$ cat src/rtl/muldiv_unit.sv
// Iterative RV32M multiply/divide unit: radix-2 shift-add multiply and restoring
// divide on operand magnitudes, followed by a sign-fix cycle and a one-cycle done pulse.
module muldiv_unit #(
    parameter int XLEN = 32
) (
    input  logic            clk,
    input  logic            rst,
    input  logic            start,
    input  logic            flush,
    input  logic [2:0]      funct3,
    input  logic [4:0]      rd,
    input  logic [XLEN-1:0] op_a,
    input  logic [XLEN-1:0] op_b,
    output logic            busy,
    output logic            done,
    output logic            wb_we,
    output logic [4:0]      wb_addr,
    output logic [XLEN-1:0] wb_data
);

    localparam int CNT_W = $clog2(XLEN);

    typedef enum logic [1:0] {
        S_IDLE,
        S_CALC,
        S_FIX,
        S_DONE
    } state_t;

    state_t            state_q;
    logic [2:0]        f3_q;
    logic [4:0]        rd_q;
    logic              neg_q;
    logic [CNT_W-1:0]  cnt_q;
    logic [XLEN-1:0]   addend_q;
    logic [2*XLEN-1:0] prod_q;
    logic [XLEN-1:0]   wb_data_q;

    // Accept-time decode
    logic            is_div_d, a_signed_d, b_signed_d, a_neg_d, b_neg_d, neg_d;
    logic [XLEN-1:0] abs_a_d, abs_b_d;
    logic            div_zero_d, div_ovf_d;
    logic [XLEN-1:0] special_res_d;

    always_comb begin
        is_div_d   = funct3[2];
        a_signed_d = funct3[2] ? ~funct3[0] : (funct3[1:0] != 2'b11);
        b_signed_d = funct3[2] ? ~funct3[0] : ~funct3[1];
        a_neg_d    = a_signed_d & op_a[XLEN-1];
        b_neg_d    = b_signed_d & op_b[XLEN-1];
        abs_a_d    = a_neg_d ? (~op_a + 1'b1) : op_a;
        abs_b_d    = b_neg_d ? (~op_b + 1'b1) : op_b;
        // Remainder follows the dividend's sign; everything else follows the sign xor.
        neg_d      = (is_div_d && funct3[1]) ? a_neg_d : (a_neg_d ^ b_neg_d);
        div_zero_d = is_div_d && (op_b == '0);
        div_ovf_d  = is_div_d && !funct3[0] && (op_a == {1'b1, {(XLEN-1){1'b0}}})
                     && (op_b == '1);
        special_res_d = '0;
        if (div_zero_d)
            special_res_d = funct3[1] ? op_a : '1;
        else if (div_ovf_d)
            special_res_d = funct3[1] ? '0 : {1'b1, {(XLEN-1){1'b0}}};
    end

    // One iteration of each algorithm; div packs {remainder, quotient} into prod_q
    logic [XLEN:0]     mul_sum_d;
    logic [2*XLEN-1:0] mul_next_d;
    logic [XLEN:0]     div_shift_d, div_diff_d;
    logic [2*XLEN-1:0] div_next_d;

    always_comb begin
        mul_sum_d   = {1'b0, prod_q[2*XLEN-1:XLEN]}
                      + (prod_q[0] ? {1'b0, addend_q} : {(XLEN+1){1'b0}});
        mul_next_d  = {mul_sum_d, prod_q[XLEN-1:1]};
        div_shift_d = prod_q[2*XLEN-1:XLEN-1];
        div_diff_d  = div_shift_d - {1'b0, addend_q};
        div_next_d  = div_diff_d[XLEN]
                      ? {div_shift_d[XLEN-1:0], prod_q[XLEN-2:0], 1'b0}
                      : {div_diff_d[XLEN-1:0],  prod_q[XLEN-2:0], 1'b1};
    end

    // Sign correction and result selection
    logic [2*XLEN-1:0] prod_signed_d;
    logic [XLEN-1:0]   div_sel_d, fix_res_d;

    always_comb begin
        prod_signed_d = neg_q ? (~prod_q + 1'b1) : prod_q;
        div_sel_d     = f3_q[1] ? prod_q[2*XLEN-1:XLEN] : prod_q[XLEN-1:0];
        if (f3_q[2])
            fix_res_d = neg_q ? (~div_sel_d + 1'b1) : div_sel_d;
        else if (f3_q[1:0] == 2'b00)
            fix_res_d = prod_signed_d[XLEN-1:0];
        else
            fix_res_d = prod_signed_d[2*XLEN-1:XLEN];
    end

    always_ff @(posedge clk) begin
        if (!rst) begin
            state_q   <= S_IDLE;
            f3_q      <= '0;
            rd_q      <= '0;
            neg_q     <= 1'b0;
            cnt_q     <= '0;
            addend_q  <= '0;
            prod_q    <= '0;
            wb_data_q <= '0;
        end else begin
            case (state_q)
                S_IDLE: begin
                    if (start && !flush) begin
                        f3_q  <= funct3;
                        rd_q  <= rd;
                        neg_q <= neg_d;
                        cnt_q <= '0;
                        if (div_zero_d || div_ovf_d) begin
                            wb_data_q <= special_res_d;
                            state_q   <= S_DONE;
                        end else begin
                            addend_q <= is_div_d ? abs_b_d : abs_a_d;
                            prod_q   <= {{XLEN{1'b0}}, is_div_d ? abs_a_d : abs_b_d};
                            state_q  <= S_CALC;
                        end
                    end
                end
                S_CALC: begin
                    if (flush) begin
                        state_q <= S_IDLE;
                    end else begin
                        prod_q <= f3_q[2] ? div_next_d : mul_next_d;
                        cnt_q  <= cnt_q + 1'b1;
                        if (cnt_q == CNT_W'(XLEN - 1))
                            state_q <= S_FIX;
                    end
                end
                S_FIX: begin
                    if (flush) begin
                        state_q <= S_IDLE;
                    end else begin
                        wb_data_q <= fix_res_d;
                        state_q   <= S_DONE;
                    end
                end
                default: state_q <= S_IDLE;
            endcase
        end
    end

    // A flush landing on the done cycle suppresses the pulse and the write
    assign busy    = (state_q != S_IDLE);
    assign done    = (state_q == S_DONE) && !flush;
    assign wb_we   = done && (rd_q != 5'd0);
    assign wb_addr = rd_q;
    assign wb_data = wb_data_q;

endmodule
$ cat config.mk
export PLATFORM = sky130hd
export DESIGN_NAME = muldiv_unit
export DESIGN_NICKNAME = d
export VERILOG_FILES = /design/src/rtl/muldiv_unit.sv
export SDC_FILE = /design/constraint.sdc
export NUM_CORES = 1
export LEC_CHECK = 0
export CAP_MARGIN = 20
export CORE_ASPECT_RATIO = 1.4
export CORE_UTILIZATION = 60
export CTS_CLUSTER_DIAMETER = 50
export DETAILED_ROUTE_END_ITERATION = 10
export PLACE_DENSITY = 0.8
export SYNTH_ARGS = -nofsm -noshare
export SYNTH_HDL_FRONTEND = slang
export SYNTH_SLANG_ARGS = --single-unit
$ cat constraint.sdc
create_clock -name clk -period 8.41 [get_ports clk]
set_clock_uncertainty 0.05 [all_clocks]
set_input_delay 1.682 -clock clk [delete_from_list [all_inputs] [get_ports clk]]
set_output_delay 1.682 -clock clk [all_outputs]
set_load 0.01 [all_outputs]
# After elaboration in Yosys (flattened, before gate mapping)

Index checks and enable logic that the tools add are counted.

Word-level logic and storage cells: 98
Flip-flop bits (word level): 144

Equality and inequality tests: 13
Bitwise logic cells: 10
Add/subtract/negate cells: 7
Mux-type cells: 36
Reductions and logical operators: 24

Operators by type and width:

| kind                                                            | number |
|---|---|
| 32-bit two-way mux                                              | 16 |
| 64-bit two-way mux                                              | 6 |
| 64-bit one-hot mux with 2 select lines                          | 1 |
| 32-bit by 1-bit adder with 32-bit output, second input constant | 3 |
| 32-bit inverter                                                 | 3 |
| 64-bit by 1-bit adder with 64-bit output, second input constant | 1 |
| 32-bit equality test, second input constant                     | 2 |
| 64-bit inverter                                                 | 1 |
| 32-bit one-hot mux with 2 select lines                          | 1 |
| 32-bit by 32-bit adder with 33-bit output                       | 1 |
| 33-bit by 32-bit subtractor with 33-bit output                  | 1 |
| 32-bit logical NOT                                              | 1 |
| 2-bit != test, second input constant                            | 6 |
| 2-bit two-way mux                                               | 5 |
| 5-bit two-way mux                                               | 2 |
| 5-bit one-hot mux with 2 select lines                           | 1 |
| 1-bit logical AND                                               | 8 |
| 4-bit AND reduction                                             | 2 |
| 2-bit one-hot mux with 3 select lines                           | 1 |
| 3-bit AND reduction                                             | 2 |
| 2-bit nonzero test                                              | 3 |
| 5-bit by 1-bit adder with 5-bit output, second input constant   | 1 |
| 5-bit equality test, second input constant                      | 1 |
| 5-bit nonzero test                                              | 1 |
| 11 further kinds                                                | 20 |

# Depth between registers and ports, before layout

Depth after elaboration: 9
Mapped depth: 16
Depth with buffers taken out: 13

# Worst setup path after synthesis

OpenSTA, ideal clock, no wires.

Path type: input -> register
Start: input op_b[0]
End: register wb_data_q[11], in the netlist wb_data[11]
Required time: 8,238 ps
Path buffers: 1
Data arrival time: 4,222 ps
Stages: 11
Library setup time: 122 ps
Setup slack: 4,015 ps
Path through: inv_1 -> ha_1 -> or3b_2 -> or4_4 -> nor4b_4 -> a21oi_2 -> o21ba_2 -> or3_1 -> clkbuf_1 -> nor4_1 -> nor2_1

Word-level cells in the longest chain between the ends: 7
Elaborated cells on any way between the ends: 12
Those cells by class: eq/ne: 2; mux: 5; reduce/logical: 5

RTL lines:

| what                                   | RTL line | source |
|---|---|---|
| start, declared                        | 13       | `input logic [XLEN-1:0] op_b,` |
| 32-bit equality test                   | 57       | `&& (op_b == '1);` |
| 1-bit logical AND                      | 57       |  |
| 32-bit two-way mux                     | 61       | `else if (div_ovf_d)` |
| 32-bit two-way mux                     | 59       | `if (div_zero_d)` |
| 32-bit two-way mux                     | 115      | `if (div_zero_d \|\| div_ovf_d) begin` |
| 32-bit two-way mux                     | 110      | `if (start && !flush) begin` |
| 32-bit one-hot mux with 2 select lines | 108      | `case (state_q)` |
| end signal, assigned                   | 116      | `wb_data_q <= special_res_d;` |
| end signal, assigned                   | 139      | `wb_data_q <= fix_res_d;` |
| end, declared                          | 37       | `logic [XLEN-1:0] wb_data_q;` |

Several ways; a longest one is shown, not always the timed one. The select of a mux whose other input is x is not followed.
A chain may end at the register's enable or synchronous reset.

# Worst setup path in the final report

Start: input op_a[5]
End: register wb_data_q[21], in the netlist wb_data[21]

Word-level cells in the longest chain between the ends: 8
Elaborated cells on any way between the ends: 11
Those cells by class: eq/ne: 2; mux: 5; reduce/logical: 4

RTL lines:

| what                                   | RTL line | source |
|---|---|---|
| start, declared                        | 12       | `input logic [XLEN-1:0] op_a,` |
| 32-bit equality test (*)               | 56       | `div_ovf_d = is_div_d && !funct3[0] && (op_a == {1'b1, {(XLEN-1){1'b0}}})` |
| 1-bit logical AND (*)                  | 56       |  |
| 1-bit logical AND (*)                  | 57       |  |
| 32-bit two-way mux                     | 61       |  |
| 32-bit two-way mux                     | 59       |  |
| 32-bit two-way mux                     | 115      |  |
| 32-bit two-way mux                     | 110      |  |
| 32-bit one-hot mux with 2 select lines | 108      |  |

Every way passes the cells marked *; elsewhere a longest branch is shown, timed or not. The select of a mux whose other input is x is not followed.

==> results.tsv <==
stage	metric	value	unit
outcome	status	finished, final reports clean	
timing	finalHoldViolCount	0	
timing	rsz0062_at_grt	no	
global_route	grtUsageTotal	0.4232	
yosys	synth.area.top_cells	dfxtp_1 19%, a21oi_1 6.2%, nand2_1 6.1%	
yosys	synth.largest_area_cell	dfxtp_1	
detailed_routing	first_pass_iters	6	
detailed_routing	met3_wirelength	5.256	mm
yosys	synth_cell_types	83	
clock_tree	clock_sinks	144	
timing	fin_crit	5.800	ns
clock_tree	htree_levels	4	
critical_path	crit_chain	clkdlybuf4s50_1 -> nor4_1 -> nand4_1 -> nor4_2 -> a21oi_2 -> o21ba_2 -> nor3_4 -> buf_4 -> o221ai_1 -> a21oi_1 -> nor2_1	
critical_path	max_stage_delay	0.84	ns
detailed_routing	wl_met1	21.68	mm
pwr	pwr_density_cell	130.1	nW/um^2
detailed_routing	drt_wl_total	56.24	mm
timing	max_slew.worst_pin.slew	1.109	ns
min_path	hp-class	register to register	
pwr	power	2.234	mW
pwr	leakagePower	6.470	nW
yosys	synthArstFlopShare	0	
critical_path	critical_path_arrival	6.09	ns
clock_tree	cts-buffers-inserted	17	
timing	hold_ws	0.4108	ns
detailed_routing	avgViaCountPerCell	6.818	
yosys	ys_seq_area_frac	0.1860	
global_route	antenna_found_initial	0	
critical_path	crit_type	input port to register	
timing	layout_setup_ws	2.610	ns
clock_tree	postCtsHoldBufs	0	
yosys	avgSynthCellArea	7.011	um^2
global_route	grt_max_degree	77	
floorplanning	placementRows	69	
yosys	synthTopCellsByCount	251 x nand2_1, 200 x nor2_1, 191 x a21oi_1	
critical_path	crit_path_max_fanout	34	
layout	final_util	0.6763	
place	globalplace.congestion	0.9934	
floorplanning	core_area	25380	um^2
global_route	overflow	0	
critical_path	crit_slowest_cell	nor3_4	
timing	fin_crit_sh	0.6896	
clock_tree	cts_tree	built	
yosys	synth_ff_type	dfxtp_1	
detailed_routing	drc	0	
clock_tree	cts.clk_slew.worst_paths	0.07	ns
detailed_routing	drtAntennaViolNets	0	
yosys	synth_nets	2360	
floorplanning	ios	116	
yosys	synth-seq-cells	144	
pwr	vdd_ir_drop_max	0.1515	mV
floorplanning	die_w	137.9	um
timing	setup_tns	0	ns
critical_path	worstPathRequired	8.70	ns
timing	drv_slew	0	
critical_path	cp-start-kind	input port	
layout	nFillCells	2234	
place	pre_cts_slack	2.223	ns
critical_path	endpoint_kind	register	
flow_run	maxCapViolations	0	
floorplanning	dieArea	26490	um^2
layout	final_nets	2338	
clock_tree	clock_latency	0.45	ns
layout	diodes	0	
timing	max_freq	172.4	MHz
detailed_routing	maxUsedRoutingLayer	met4	
detailed_routing	drtIter0Drc	1718	
detailed_routing	wl_met2	26.11	mm
clock_tree	clockRootBuffer	clkbuf_16	
floorplanning	start_util	0.6108	
yosys	yosysWarnings	0	
yosys	synthesis.area	15500	um^2
layout	areaGrowthSynthToFinish	10.73	%
yosys	synthCells	2211	
timing	max-slew-margin-rel	0.2585	
clock_tree	post_cts_buffers	0	
clock_tree	cts_max_path_buffers	2	
place	dp_hpwl	42.30	mm
layout	drive_above_1_share	0.05223	
clock_tree	cts_resized	0	
timing	finalSetupViolCount	0	
yosys	synth_top_area_share	0.1860	
yosys	yosysMostFrequentCell	nand2_1	
yosys	synth_edf_count	0	
detailed_routing	wire_per_inst	22.31	um
floorplanning	die_h	192.2	um
detailed_routing	dr_total_vias	17190	
place	port_buffers	115	
global_route	grt_pass1_vias	15770	
global_route	grt_pass1_wl	85.97	mm
worst max-delay path, delay by kind of cell:
kind | cells | cell delay, ns
AND/OR/NAND/NOR | 5 | 2.70
buffers and inverters | 2 | 0.93
AO/OA/AOI/OAI | 4 | 0.77
cell families (layout without fill, tap and decap cells):
| family | count (synthesis) | in the layout | synth area share |
|---|---|---|---|
| fa+ha+maj | 73 | 73 | 0.05989 |
| mux | 99 | 99 | 0.06594 |
| compound gates | 713 | 713 | 0.2935 |
| xor+xnor | 176 | 176 | 0.09943 |
| simple gates | 752 | 752 | 0.2318 |
| flops | 144 | 144 | 0.1860 |
| buf+inv | 254 | 245 | 0.06352 |
placed cells by master (no fill, tap or decap), types with 51 or more instances in the layout:
cell type,Yosys,final
inv_1,72,72
o211ai_1,51,51
ha_1,71,71
xor2_1,91,91
dfxtp_1,144,141
xnor2_1,85,84
nor3_1,59,58
nor2_1,200,198
o21ai_0,174,174
a21oi_1,191,191
clkdlybuf4s50_1,0,113
mux2i_1,83,83
nand2_1,251,251
per-layer routing:
layer / vias up / GRT usage
met5: - / 0
met4: 0 / 0.2479
met3: 184 / 0.05859
met2: 1003 / 0.6883
met1: 7987 / 0.5264
li1: 8014 / -
registers in the layout (all words and copies together), names as in the netlist:
name / count
addend_q: 32
state_q: 2
wb_addr: 5
neg_q: 1
cnt_q: 5
wb_data: 32
f3_q: 3
prod_q: 64
area by class of cell:
| class | instances | area, um^2 | area share |
|---|---|---|---|
| Clock buffer | 19 | 452.9 | 0.02638 |
| Sequential cell | 144 | 2887 | 0.1681 |
| Multi-Input combinational cell | 1813 | 11680 | 0.6805 |
| Tap cell | 319 | 399.1 | 0.02325 |
| Timing Repair Buffer | 140 | 1329 | 0.07740 |
| Inverter | 73 | 274.0 | 0.01596 |
| Clock inverter | 13 | 142.6 | 0.008309 |
through the flow:
stage	cells	instance area (um^2)
CTS	2521	17170
detailed placement	2489	16570
finish	2521	17170
floorplan	2211	15500
global route	2521	17170
global placement	2489	16570
worst paths after layout:
path | slack (ns) | end | cells after the start | from
setup / recovery | 2.61 | wb_data[21] | 11 | op_a[5]
hold / removal | 0.41 | addend_q[15] | 2 | addend_q[15]
setup reg to reg | 3.44 | prod_q[62] | 13 | prod_q[0]
hold reg to reg | 0.41 | addend_q[15] | 2 | addend_q[15]
power by group:
part           total (mW)  switching (mW)  internal [mW]
combinational       0.678           0.414          0.264
clock               0.790           0.355          0.435
sequential          0.766          0.0582          0.708
total                2.23           0.827           1.41
(Power assumes the default switching activity.)
